--- config.mk ---
export PLATFORM = sky130hd
export DESIGN_NAME = audio_sample_fifo_flat
export DESIGN_NICKNAME = d
export VERILOG_FILES = /design/src/rtl/audio_pkg.sv /design/src/rtl/audio_sample_fifo_if.sv /design/src/rtl/sample_ram.sv /design/src/rtl/audio_sample_fifo.sv /design/src/flat_wrapper.sv
export SDC_FILE = /design/constraint.sdc
export NUM_CORES = 2
export LEC_CHECK = 0
export BUFFER_PORTS_ARGS = -buffer_cell sky130_fd_sc_hd__buf_2
export CAP_MARGIN = 5
export CORE_MARGIN = 3
export CORE_UTILIZATION = 40
export CTS_CLUSTER_DIAMETER = 40
export CTS_CLUSTER_SIZE = 25
export DETAILED_ROUTE_END_ITERATION = 10
export MAX_ROUTING_LAYER = met4
export SLEW_MARGIN = 20
export SYNTH_ARGS = -nofsm -noshare
export SYNTH_HDL_FRONTEND = slang
export SYNTH_HIERARCHICAL = 1
export SYNTH_SLANG_ARGS = --single-unit
--- constraint.sdc ---
create_clock -name clk -period 7.8 [get_ports clk]
set_input_delay 0.78 -clock clk [delete_from_list [all_inputs] [get_ports clk]]
set_output_delay 0.78 -clock clk [all_outputs]
set_load 0.05 [all_outputs]
--- src/rtl/audio_pkg.sv ---
// Shared widths and types for the stereo sample FIFO and its bus interface.
package audio_pkg;

  localparam int AUD_BIT_DEPTH_DEF = 24;
  localparam int FIFO_WIDTH_DEF    = 6;
  localparam int UNDERRUN_CNT_W    = 16;

  typedef struct packed {
    logic [AUD_BIT_DEPTH_DEF-1:0] left;
    logic [AUD_BIT_DEPTH_DEF-1:0] right;
  } stereo_frame_t;

  function automatic logic [UNDERRUN_CNT_W-1:0] sat_inc(input logic [UNDERRUN_CNT_W-1:0] v);
    return (v == '1) ? v : v + UNDERRUN_CNT_W'(1);
  endfunction

endpackage

--- src/rtl/audio_sample_fifo_if.sv ---
// Mixer/mux-facing bus of the stereo sample FIFO; master drives pushes and read strobes.
interface audio_sample_fifo_if
  import audio_pkg::*;
#(
  parameter int FIFO_WIDTH    = FIFO_WIDTH_DEF,
  parameter int AUD_BIT_DEPTH = AUD_BIT_DEPTH_DEF
) ();

  logic                      wr_en;
  logic [AUD_BIT_DEPTH-1:0]  lsample_in;
  logic [AUD_BIT_DEPTH-1:0]  rsample_in;
  logic                      l_read;
  logic                      r_read;
  logic                      flush;
  logic [AUD_BIT_DEPTH-1:0]  lsound_out;
  logic [AUD_BIT_DEPTH-1:0]  rsound_out;
  logic [FIFO_WIDTH:0]       level;
  logic                      empty;
  logic                      full;
  logic                      overflow;
  logic [UNDERRUN_CNT_W-1:0] underrun_cnt;

  modport master (
    output wr_en, lsample_in, rsample_in, l_read, r_read, flush,
    input  lsound_out, rsound_out, level, empty, full, overflow, underrun_cnt
  );

  modport slave (
    input  wr_en, lsample_in, rsample_in, l_read, r_read, flush,
    output lsound_out, rsound_out, level, empty, full, overflow, underrun_cnt
  );

endinterface

--- src/rtl/sample_ram.sv ---
// Simple dual-port frame store: synchronous write, asynchronous (same-cycle) read.
// No reset on contents; readers must qualify data with their own occupancy state.
module sample_ram #(
  parameter int WIDTH  = 48,
  parameter int ADDR_W = 6
) (
  input  logic              clk,
  input  logic              i_wr_en,
  input  logic [ADDR_W-1:0] i_wr_addr,
  input  logic [WIDTH-1:0]  i_wr_dat,
  input  logic [ADDR_W-1:0] i_rd_addr,
  output logic [WIDTH-1:0]  o_rd_dat
);

  localparam int DEPTH = 2 ** ADDR_W;

  logic [WIDTH-1:0] r_mem [DEPTH];

  always_ff @(posedge clk) begin
    if (i_wr_en) begin
      r_mem[i_wr_addr] <= i_wr_dat;
    end
  end

  assign o_rd_dat = r_mem[i_rd_addr];

endmodule

--- src/rtl/audio_sample_fifo.sv ---
// Show-ahead stereo frame FIFO: head frame visible the cycle after push/pop, r_read pops.
// Full push without a pop is dropped (sticky overflow); pop while empty bumps underrun_cnt.
module audio_sample_fifo
  import audio_pkg::*;
#(
  parameter int FIFO_WIDTH    = FIFO_WIDTH_DEF,
  parameter int AUD_BIT_DEPTH = AUD_BIT_DEPTH_DEF
) (
  input  logic          clk,
  input  logic          reset,
  audio_sample_fifo_if.slave bus
);

  localparam int DEPTH   = 2 ** FIFO_WIDTH;
  localparam int FRAME_W = 2 * AUD_BIT_DEPTH;

  typedef struct packed {
    logic [AUD_BIT_DEPTH-1:0] left;
    logic [AUD_BIT_DEPTH-1:0] right;
  } frame_t;

  localparam logic [FIFO_WIDTH:0] LEVEL_FULL = DEPTH[FIFO_WIDTH:0];

  logic [FIFO_WIDTH-1:0]     r_wr_ptr;
  logic [FIFO_WIDTH-1:0]     r_rd_ptr;
  logic [FIFO_WIDTH:0]       r_level;
  logic                      r_overflow;
  logic [UNDERRUN_CNT_W-1:0] r_underrun_cnt;

  logic   w_empty;
  logic   w_full;
  logic   w_pop_acc;
  logic   w_push_acc;
  logic   w_drop;
  logic   w_underrun;
  frame_t w_wr_frame;
  frame_t w_rd_frame;
  logic   w_unused_l_read;

  assign w_empty = (r_level == '0);
  assign w_full  = (r_level == LEVEL_FULL);

  // Flush swallows any push/pop of the same cycle, including their status side effects.
  assign w_pop_acc  = !bus.flush && bus.r_read && !w_empty;
  assign w_underrun = !bus.flush && bus.r_read && w_empty;
  assign w_push_acc = !bus.flush && bus.wr_en && (!w_full || w_pop_acc);
  assign w_drop     = !bus.flush && bus.wr_en && w_full && !w_pop_acc;

  // l_read only marks the left half of the mux read sequence; it never changes state.
  assign w_unused_l_read = bus.l_read;

  assign w_wr_frame.left  = bus.lsample_in;
  assign w_wr_frame.right = bus.rsample_in;

  sample_ram #(
    .WIDTH  (FRAME_W),
    .ADDR_W (FIFO_WIDTH)
  ) u_ram (
    .clk       (clk),
    .i_wr_en   (w_push_acc),
    .i_wr_addr (r_wr_ptr),
    .i_wr_dat  (w_wr_frame),
    .i_rd_addr (r_rd_ptr),
    .o_rd_dat  (w_rd_frame)
  );

  always_ff @(posedge clk) begin
    if (reset) begin
      r_wr_ptr       <= '0;
      r_rd_ptr       <= '0;
      r_level        <= '0;
      r_overflow     <= 1'b0;
      r_underrun_cnt <= '0;
    end else if (bus.flush) begin
      r_wr_ptr <= '0;
      r_rd_ptr <= '0;
      r_level  <= '0;
    end else begin
      if (w_push_acc) begin
        r_wr_ptr <= r_wr_ptr + FIFO_WIDTH'(1);
      end
      if (w_pop_acc) begin
        r_rd_ptr <= r_rd_ptr + FIFO_WIDTH'(1);
      end
      if (w_push_acc && !w_pop_acc) begin
        r_level <= r_level + (FIFO_WIDTH + 1)'(1);
      end else if (!w_push_acc && w_pop_acc) begin
        r_level <= r_level - (FIFO_WIDTH + 1)'(1);
      end
      if (w_drop) begin
        r_overflow <= 1'b1;
      end
      if (w_underrun) begin
        r_underrun_cnt <= sat_inc(r_underrun_cnt);
      end
    end
  end

  // Memory contents are stale when empty, so the head is forced to silence.
  assign bus.lsound_out   = w_empty ? '0 : w_rd_frame.left;
  assign bus.rsound_out   = w_empty ? '0 : w_rd_frame.right;
  assign bus.level        = r_level;
  assign bus.empty        = w_empty;
  assign bus.full         = w_full;
  assign bus.overflow     = r_overflow;
  assign bus.underrun_cnt = r_underrun_cnt;

endmodule

--- src/flat_wrapper.sv ---
// flat-port wrapper written by rule: the top's interface ports become plain ports
module audio_sample_fifo_flat import audio_pkg::*;
#(
  parameter int FIFO_WIDTH    = FIFO_WIDTH_DEF,
  parameter int AUD_BIT_DEPTH = AUD_BIT_DEPTH_DEF
)
  (clk, reset, bus_wr_en, bus_lsample_in, bus_rsample_in, bus_l_read, bus_r_read, bus_flush, bus_lsound_out, bus_rsound_out, bus_level, bus_empty, bus_full, bus_overflow, bus_underrun_cnt);
  audio_sample_fifo_if #(.FIFO_WIDTH(FIFO_WIDTH), .AUD_BIT_DEPTH(AUD_BIT_DEPTH)) bus_i ();
  input  logic clk;
  input  logic reset;
  input wire logic [$bits(bus_i.wr_en)-1:0] bus_wr_en;
  input wire logic [$bits(bus_i.lsample_in)-1:0] bus_lsample_in;
  input wire logic [$bits(bus_i.rsample_in)-1:0] bus_rsample_in;
  input wire logic [$bits(bus_i.l_read)-1:0] bus_l_read;
  input wire logic [$bits(bus_i.r_read)-1:0] bus_r_read;
  input wire logic [$bits(bus_i.flush)-1:0] bus_flush;
  output wire logic [$bits(bus_i.lsound_out)-1:0] bus_lsound_out;
  output wire logic [$bits(bus_i.rsound_out)-1:0] bus_rsound_out;
  output wire logic [$bits(bus_i.level)-1:0] bus_level;
  output wire logic [$bits(bus_i.empty)-1:0] bus_empty;
  output wire logic [$bits(bus_i.full)-1:0] bus_full;
  output wire logic [$bits(bus_i.overflow)-1:0] bus_overflow;
  output wire logic [$bits(bus_i.underrun_cnt)-1:0] bus_underrun_cnt;
  assign bus_i.wr_en = bus_wr_en;
  assign bus_i.lsample_in = bus_lsample_in;
  assign bus_i.rsample_in = bus_rsample_in;
  assign bus_i.l_read = bus_l_read;
  assign bus_i.r_read = bus_r_read;
  assign bus_i.flush = bus_flush;
  assign bus_lsound_out = bus_i.lsound_out;
  assign bus_rsound_out = bus_i.rsound_out;
  assign bus_level = bus_i.level;
  assign bus_empty = bus_i.empty;
  assign bus_full = bus_i.full;
  assign bus_overflow = bus_i.overflow;
  assign bus_underrun_cnt = bus_i.underrun_cnt;
  audio_sample_fifo #(.FIFO_WIDTH(FIFO_WIDTH), .AUD_BIT_DEPTH(AUD_BIT_DEPTH)) u_core (.clk(clk), .reset(reset), .bus(bus_i));
endmodule
* Word level (Yosys, flattened, before mapping)
Memory sizes are Yosys's and may differ from the RTL's. A register that Yosys moved wholly into a read port is not among the register bits.
Cells that the tools add are included.
** Storage, ports and cells
- Flip-flop bits (word level) :: 36
- Bits in writable memories :: 3072
- Bits of input ports :: 54
- Output and inout bits :: 74
- Memories kept :: 1
** Cells by class
- Add/sub/neg operators :: 5
- Equal/unequal tests :: 2
- Mux-type cells :: 8
- Bitwise logic cells :: 2
- Reduce and logical (&&, ||, !) cells :: 20
** Memories
- u_core.u_ram.r_mem :: depth 64, bits a word 48, read ports 1, clocked after memory_dff 1, wr ports 1, line sample_ram.sv:17 : logic [WIDTH-1:0] r_mem [DEPTH];
** Operator list (count)
- 24-bit 2-to-1 mux :: 2
- 16-bit by 1-bit adder with 16-bit output (second input constant) :: 1
- 16-bit == test (second input constant) :: 1
- 7-bit 2-to-1 mux :: 2
- 6-bit by 1-bit adder with 6-bit output (second input constant) :: 2
- 6-bit 2-to-1 mux :: 2
- 1-bit logical AND :: 9
- 7-bit by 1-bit adder with 7-bit output (second input constant) :: 1
- 7-bit == test (second input constant) :: 1
- 7-bit logical NOT :: 1
- 7-bit by 1-bit subtractor with 7-bit output (second input constant) :: 1
- 1-bit logical NOT :: 5
- 3-bit AND reduction :: 1
- 1-bit 2-to-1 mux :: 2
- 1-bit NOT :: 2
- 2-bit AND reduction :: 1
- 2-bit nonzero test :: 1
- 2-bit OR reduction :: 1
- 1-bit logical OR :: 1

* Logic depth before layout (Yosys ltp)
- Depth after elaboration :: 9
- Mapped depth :: 11
- Gate-level depth less buffers :: 11

* Hierarchy
Netlist, hierarchy kept.
** Modules (own cells, without submodules)
- sample_ram :: instances 1, cells an instance 4922, area each 116156.4 um^2
- audio_sample_fifo :: instances 1, cells an instance 272, area each 2187.1 um^2

* Least setup slack after synthesis
OpenSTA, ideal clock, no wires.
- Path kind :: flip-flop to flip-flop
- Start :: register u_core.r_level[0] (netlist: u_core/bus.level[0])
- End :: memory u_core.u_ram.r_mem[48][0], enable pin
- Library setup time :: 0.513 ns
- Arrival :: 5.312 ns
- Data required time :: 7.287 ns
- Setup slack :: 1.976 ns
- Cell stages (with the launch flop) :: 6
- Path buffers :: 0
- Cells stage by stage :: dfxtp_1 nor4_4 a41oi_1 nor2b_1 nand4b_1 nor3_1
** On the way
- Longest elaborated chain between the ends :: 7
- Elaborated cells on any way between the ends :: 9
** RTL lines
- start: declaration :: line audio_sample_fifo.sv:26 : logic [FIFO_WIDTH:0] r_level;
- start signal: assignment :: line audio_sample_fifo.sv:86 : r_level <= r_level + (FIFO_WIDTH + 1)'(1);
- start signal: assignment :: line audio_sample_fifo.sv:88 : r_level <= r_level - (FIFO_WIDTH + 1)'(1);
- 7-bit logical NOT :: line audio_sample_fifo.sv:40 : assign w_empty = (r_level == '0);
- 1-bit logical NOT :: line audio_sample_fifo.sv:44 : assign w_pop_acc = !bus.flush && bus.r_read && !w_empty;
- 1-bit logical AND :: line audio_sample_fifo.sv:44
- 1-bit logical OR * :: line audio_sample_fifo.sv:46 : assign w_push_acc = !bus.flush && bus.wr_en && (!w_full || w_pop_acc);
- 1-bit logical AND * :: line audio_sample_fifo.sv:46
- net u_core.w_push_acc :: line audio_sample_fifo.sv:33 : logic w_push_acc;
- 1-bit 2-to-1 mux * :: line sample_ram.sv:20 : if (i_wr_en) begin
- 1-bit 2-to-1 mux (not written as such) * :: line sample_ram.sv:21 : r_mem[i_wr_addr] <= i_wr_dat;
- end: declaration :: line sample_ram.sv:17
Mark *: on every way through the listed nets, which the timed path passes. The rest lies on a longest branch.

==> results.toml <==
[clocking]
clkTransAtPathRegs_ns = 0.06
clk_path_buf_depth = 4
cts_htree_levels = 5
cts_setup_buffers = 0
numCtsBuffers = 402
clk-insertion-delay-late_ns = 0.92
cts_tree = "built"
cts-root-buf = "clkbuf_16"
postCtsHoldBufs = 0
clock-sinks = 3108
postCtsResizedCells = 0

[timing]
max_slew_margin_pct = 22.1
skew_ns = 0.0759
setup_tns_ns = 0
rsz0062_at_grt = "false"
layout_min_cycle_time_ns = 5.94
timing.fmax_mhz = 168
worst_pin_slew_ns = 1.17
slew_violations = 0
setup_viol = 0
hold_viol_final = 0
post-route-period-util_pct = 76.1
setup_ws_ns = 1.86
whs_ns = 0.259

[floorplan]
initial_core_util_pct = 40.2
ioPinCount = 128
die_h_um = 550
rows = 199
die_area_um2 = 302000
core_um2 = 294000
die_w_um = 550

[logic_synthesis]
synth_cell_types = 53
synth-async-reset-ratio_pct = 0
yosysTopAreaCellShare_pct = 77.9
synthTopCellsByCount = "edfxtp_1, mux4_2, nor2_1, o22ai_1, clkbuf_1"
ys_ff_latch = 3108
netlist_instances = 5194
synth.most_common_cell = "edfxtp_1"
synth_nets = 5259
synth_edf_count = 3072
yosys.area.top_type = "edfxtp_1"
ys_warn_count = 6
yosysSeqAreaShare_pct = 78.6
syn-cell-area_um2 = 118000
syn-mean-instance-area_um2 = 22.8
synthTopCellsByArea = "edfxtp_1, mux4_2, o22ai_1, a221oi_1, dfxtp_1"
synth-main-ff-cell = "edfxtp_1"

[placed_design]
gp_congestion = 0.777
place_area_um2 = 124000
portBuffers = 126
dp_slack_ns = 2.74
dpl.hpwl_um = 167000

[power]
combPwrFrac_pct = 3.1
p_clk_share_pct = 48.6
power.density_nw_per_um2 = 275
pwr-share-seq_pct = 48.3
p_sw_share_pct = 21.8
ir_drop_mv = 0.168
p_int_mw = 29.8
p_leak_nw = 42.1
p_sw_mw = 8.30

[drt]
viasPerCell = 5.95
dr_total_vias = 58700
antenna_left = 0
drt_first_pass_iters = 5
dr.first_iter.drc_count = 7264
wl_um = 318000
wl_per_cell_um = 32.2
route.detailed.drc = 0

[outcome]
status = "completed"

[setup_path]
worstPathRequired_ns = 7.02
worstSetupPathType = "reg -> out"
r2r.worst_path.cells = 7
crit_path_end_kind = "output pin"
r2r_start = "u_core/bus.level[0]$_SDFFE_PP0P_"
arrival_ns = 5.16
worst_setup_path_start_kind = "register"
crit_fanout = 111
cp_cell_sequence = "buf_12 -> nand2b_1 -> buf_4 -> o22ai_1 -> nor2_1 -> a21oi_1 -> a221oi_1 -> and2_1 -> buf_2"
max_stage_delay_ns = 0.90
cpMaxStageDelayCell = "dfxtp_4"
regToRegSetupSlack_ns = 3.46
timing.rr.end = "u_core/u_ram/r_mem[12][21]$_DFFE_PP_"

[finish]
drive_above_1_share_pct = 30.9
fin_nets = 5663
postLayoutCellArea_um2 = 138000
area_growth_pct = 16.9
fillers = 23800

[worst_hold_path]
whs_path_depth = 3
hold_path_end = "u_core/bus.overflow$_SDFFE_PP0P_"
min_from = "bus_wr_en"
min_path_type = "in -> reg"

[grt]
grt_pass1_vias = 58800
grt_first_pass_wirelength_um = 447000
grt_remaining_overflow = 0
grt_max_degree = 125
antenna_found_initial = 27
gr-usage-all-layers_pct = 21.4

[run]
cap_violations = 0
layout make-up:
type	count	area, µm²	share of cell area (%)
sequential	3108	93000	67.2
multi-input combinational	1785	24300	17.6
clock buffer	438	10300	7.42
tap	3919	4900	3.54
clock inverter	303	3380	2.44
timing repair buffer	294	2380	1.72
antenna	13	32.5	0.0235
inverter	7	26.3	0.0190
power groups by stage:
stage / clock (mW) / sequential [mW] / combinational [mW]
2_1_floorplan: 0 / 18.7 / 0.708
3_3_place_gp: 0 / 18.7 / 1.19
3_5_place_dp: 0 / 18.7 / 1.21
4_1_cts: 18.8 / 18.4 / 1.22
5_1_grt: 19.5 / 18.4 / 1.29
6_report: 18.5 / 18.4 / 1.20
how the worst max path moves through the flow:
stage | start | end | slack [ns] | cells after the start
after floorplan | u_core/bus.level[0]$_SDFFE_PP0P_ | u_core/u_ram/r_mem[48][0]$_DFFE_PP_ | 1.98 | 5
after global placement | u_core/r_rd_ptr[2]$_SDFFE_PP0P_ | bus_lsound_out[2] | 2.70 | 9
after detailed placement | u_core/r_rd_ptr[2]$_SDFFE_PP0P_ | bus_lsound_out[2] | 2.74 | 9
after CTS | u_core/r_rd_ptr[2]$_SDFFE_PP0P_ | bus_lsound_out[2] | 1.79 | 9
after global routing | u_core/r_rd_ptr[2]$_SDFFE_PP0P_ | bus_lsound_out[2] | 1.71 | 9
final | u_core/r_rd_ptr[2]$_SDFFE_PP0P_ | bus_lsound_out[2] | 1.86 | 9
metal layers:
layer	track usage [%]	wire length, µm	up-vias	part of all wire (%)
met5	-	0	-	0
li1	-	-	23300	-
met2	32.6	151000	2863	48
met1	30.0	131000	32000	41
met4	5.28	7860	0	2.5
met3	4.00	28000	522	8.8
cells in the final DEF (no fill, tap or decap), types with 22 or more instances in the layout:
master / n
edfxtp_1: 3072
mux4_2: 754
clkbuf_16: 405
buf_4: 155
o22ai_1: 122
buf_2: 105
nor2_1: 100
a21oi_1: 83
a221oi_1: 83
nand2_1: 72
a22oi_1: 72
mux2i_1: 66
nor2_4: 64
a22o_1: 57
inv_6: 55
and2_1: 51
clkinv_2: 50
clkinvlp_4: 40
bufinv_16: 39
clkinv_4: 38
clkinv_1: 36
a211oi_1: 34
clkbuf_1: 32
dfxtp_1: 31
buf_12: 30
o221ai_1: 28
inv_8: 22
state kept, by name, summed over array words and instances (netlist names):
register / count
u_core/bus.underrun_cnt: 16
u_core/bus.overflow: 1
u_core/r_rd_ptr: 6
u_core/bus.level: 7
u_core/r_wr_ptr: 6
u_core/u_ram/r_mem: 3072
critical path, delay by kind of cell (launching register included):
kind                   cells  cell delay (ns)
DFF                        1             0.90
AOI/OAI and AO/OA          3             0.84
and+or+nand+nor            3             1.31
buffers and inverters      3             1.21
metrics by stage:
stage | instances | util (%) | power (mW)
after floorplan | 5194 | - | 19.5
after detailed placement | 9104 | 42.3 | 20.0
final | 9867 | 47.0 | 38.1
after global routing | 9863 | 47.0 | 39.2
after CTS | 9845 | 46.9 | 38.4
after global placement | 9100 | 42.3 | 19.9
kinds of logic (layout without fill, tap and decap cells):
kind of cell,Yosys count,in the layout,synth area share [%]
xor+xnor,26,26,0.192
flops,3108,3108,78.6
fa+ha+maj,11,11,0.123
mux,832,832,15.0
buf+inv,301,1042,1.33
simple gates,403,403,1.65
compound gates,513,513,3.13
other cells,0,13,0
(Power assumes the default switching activity.)
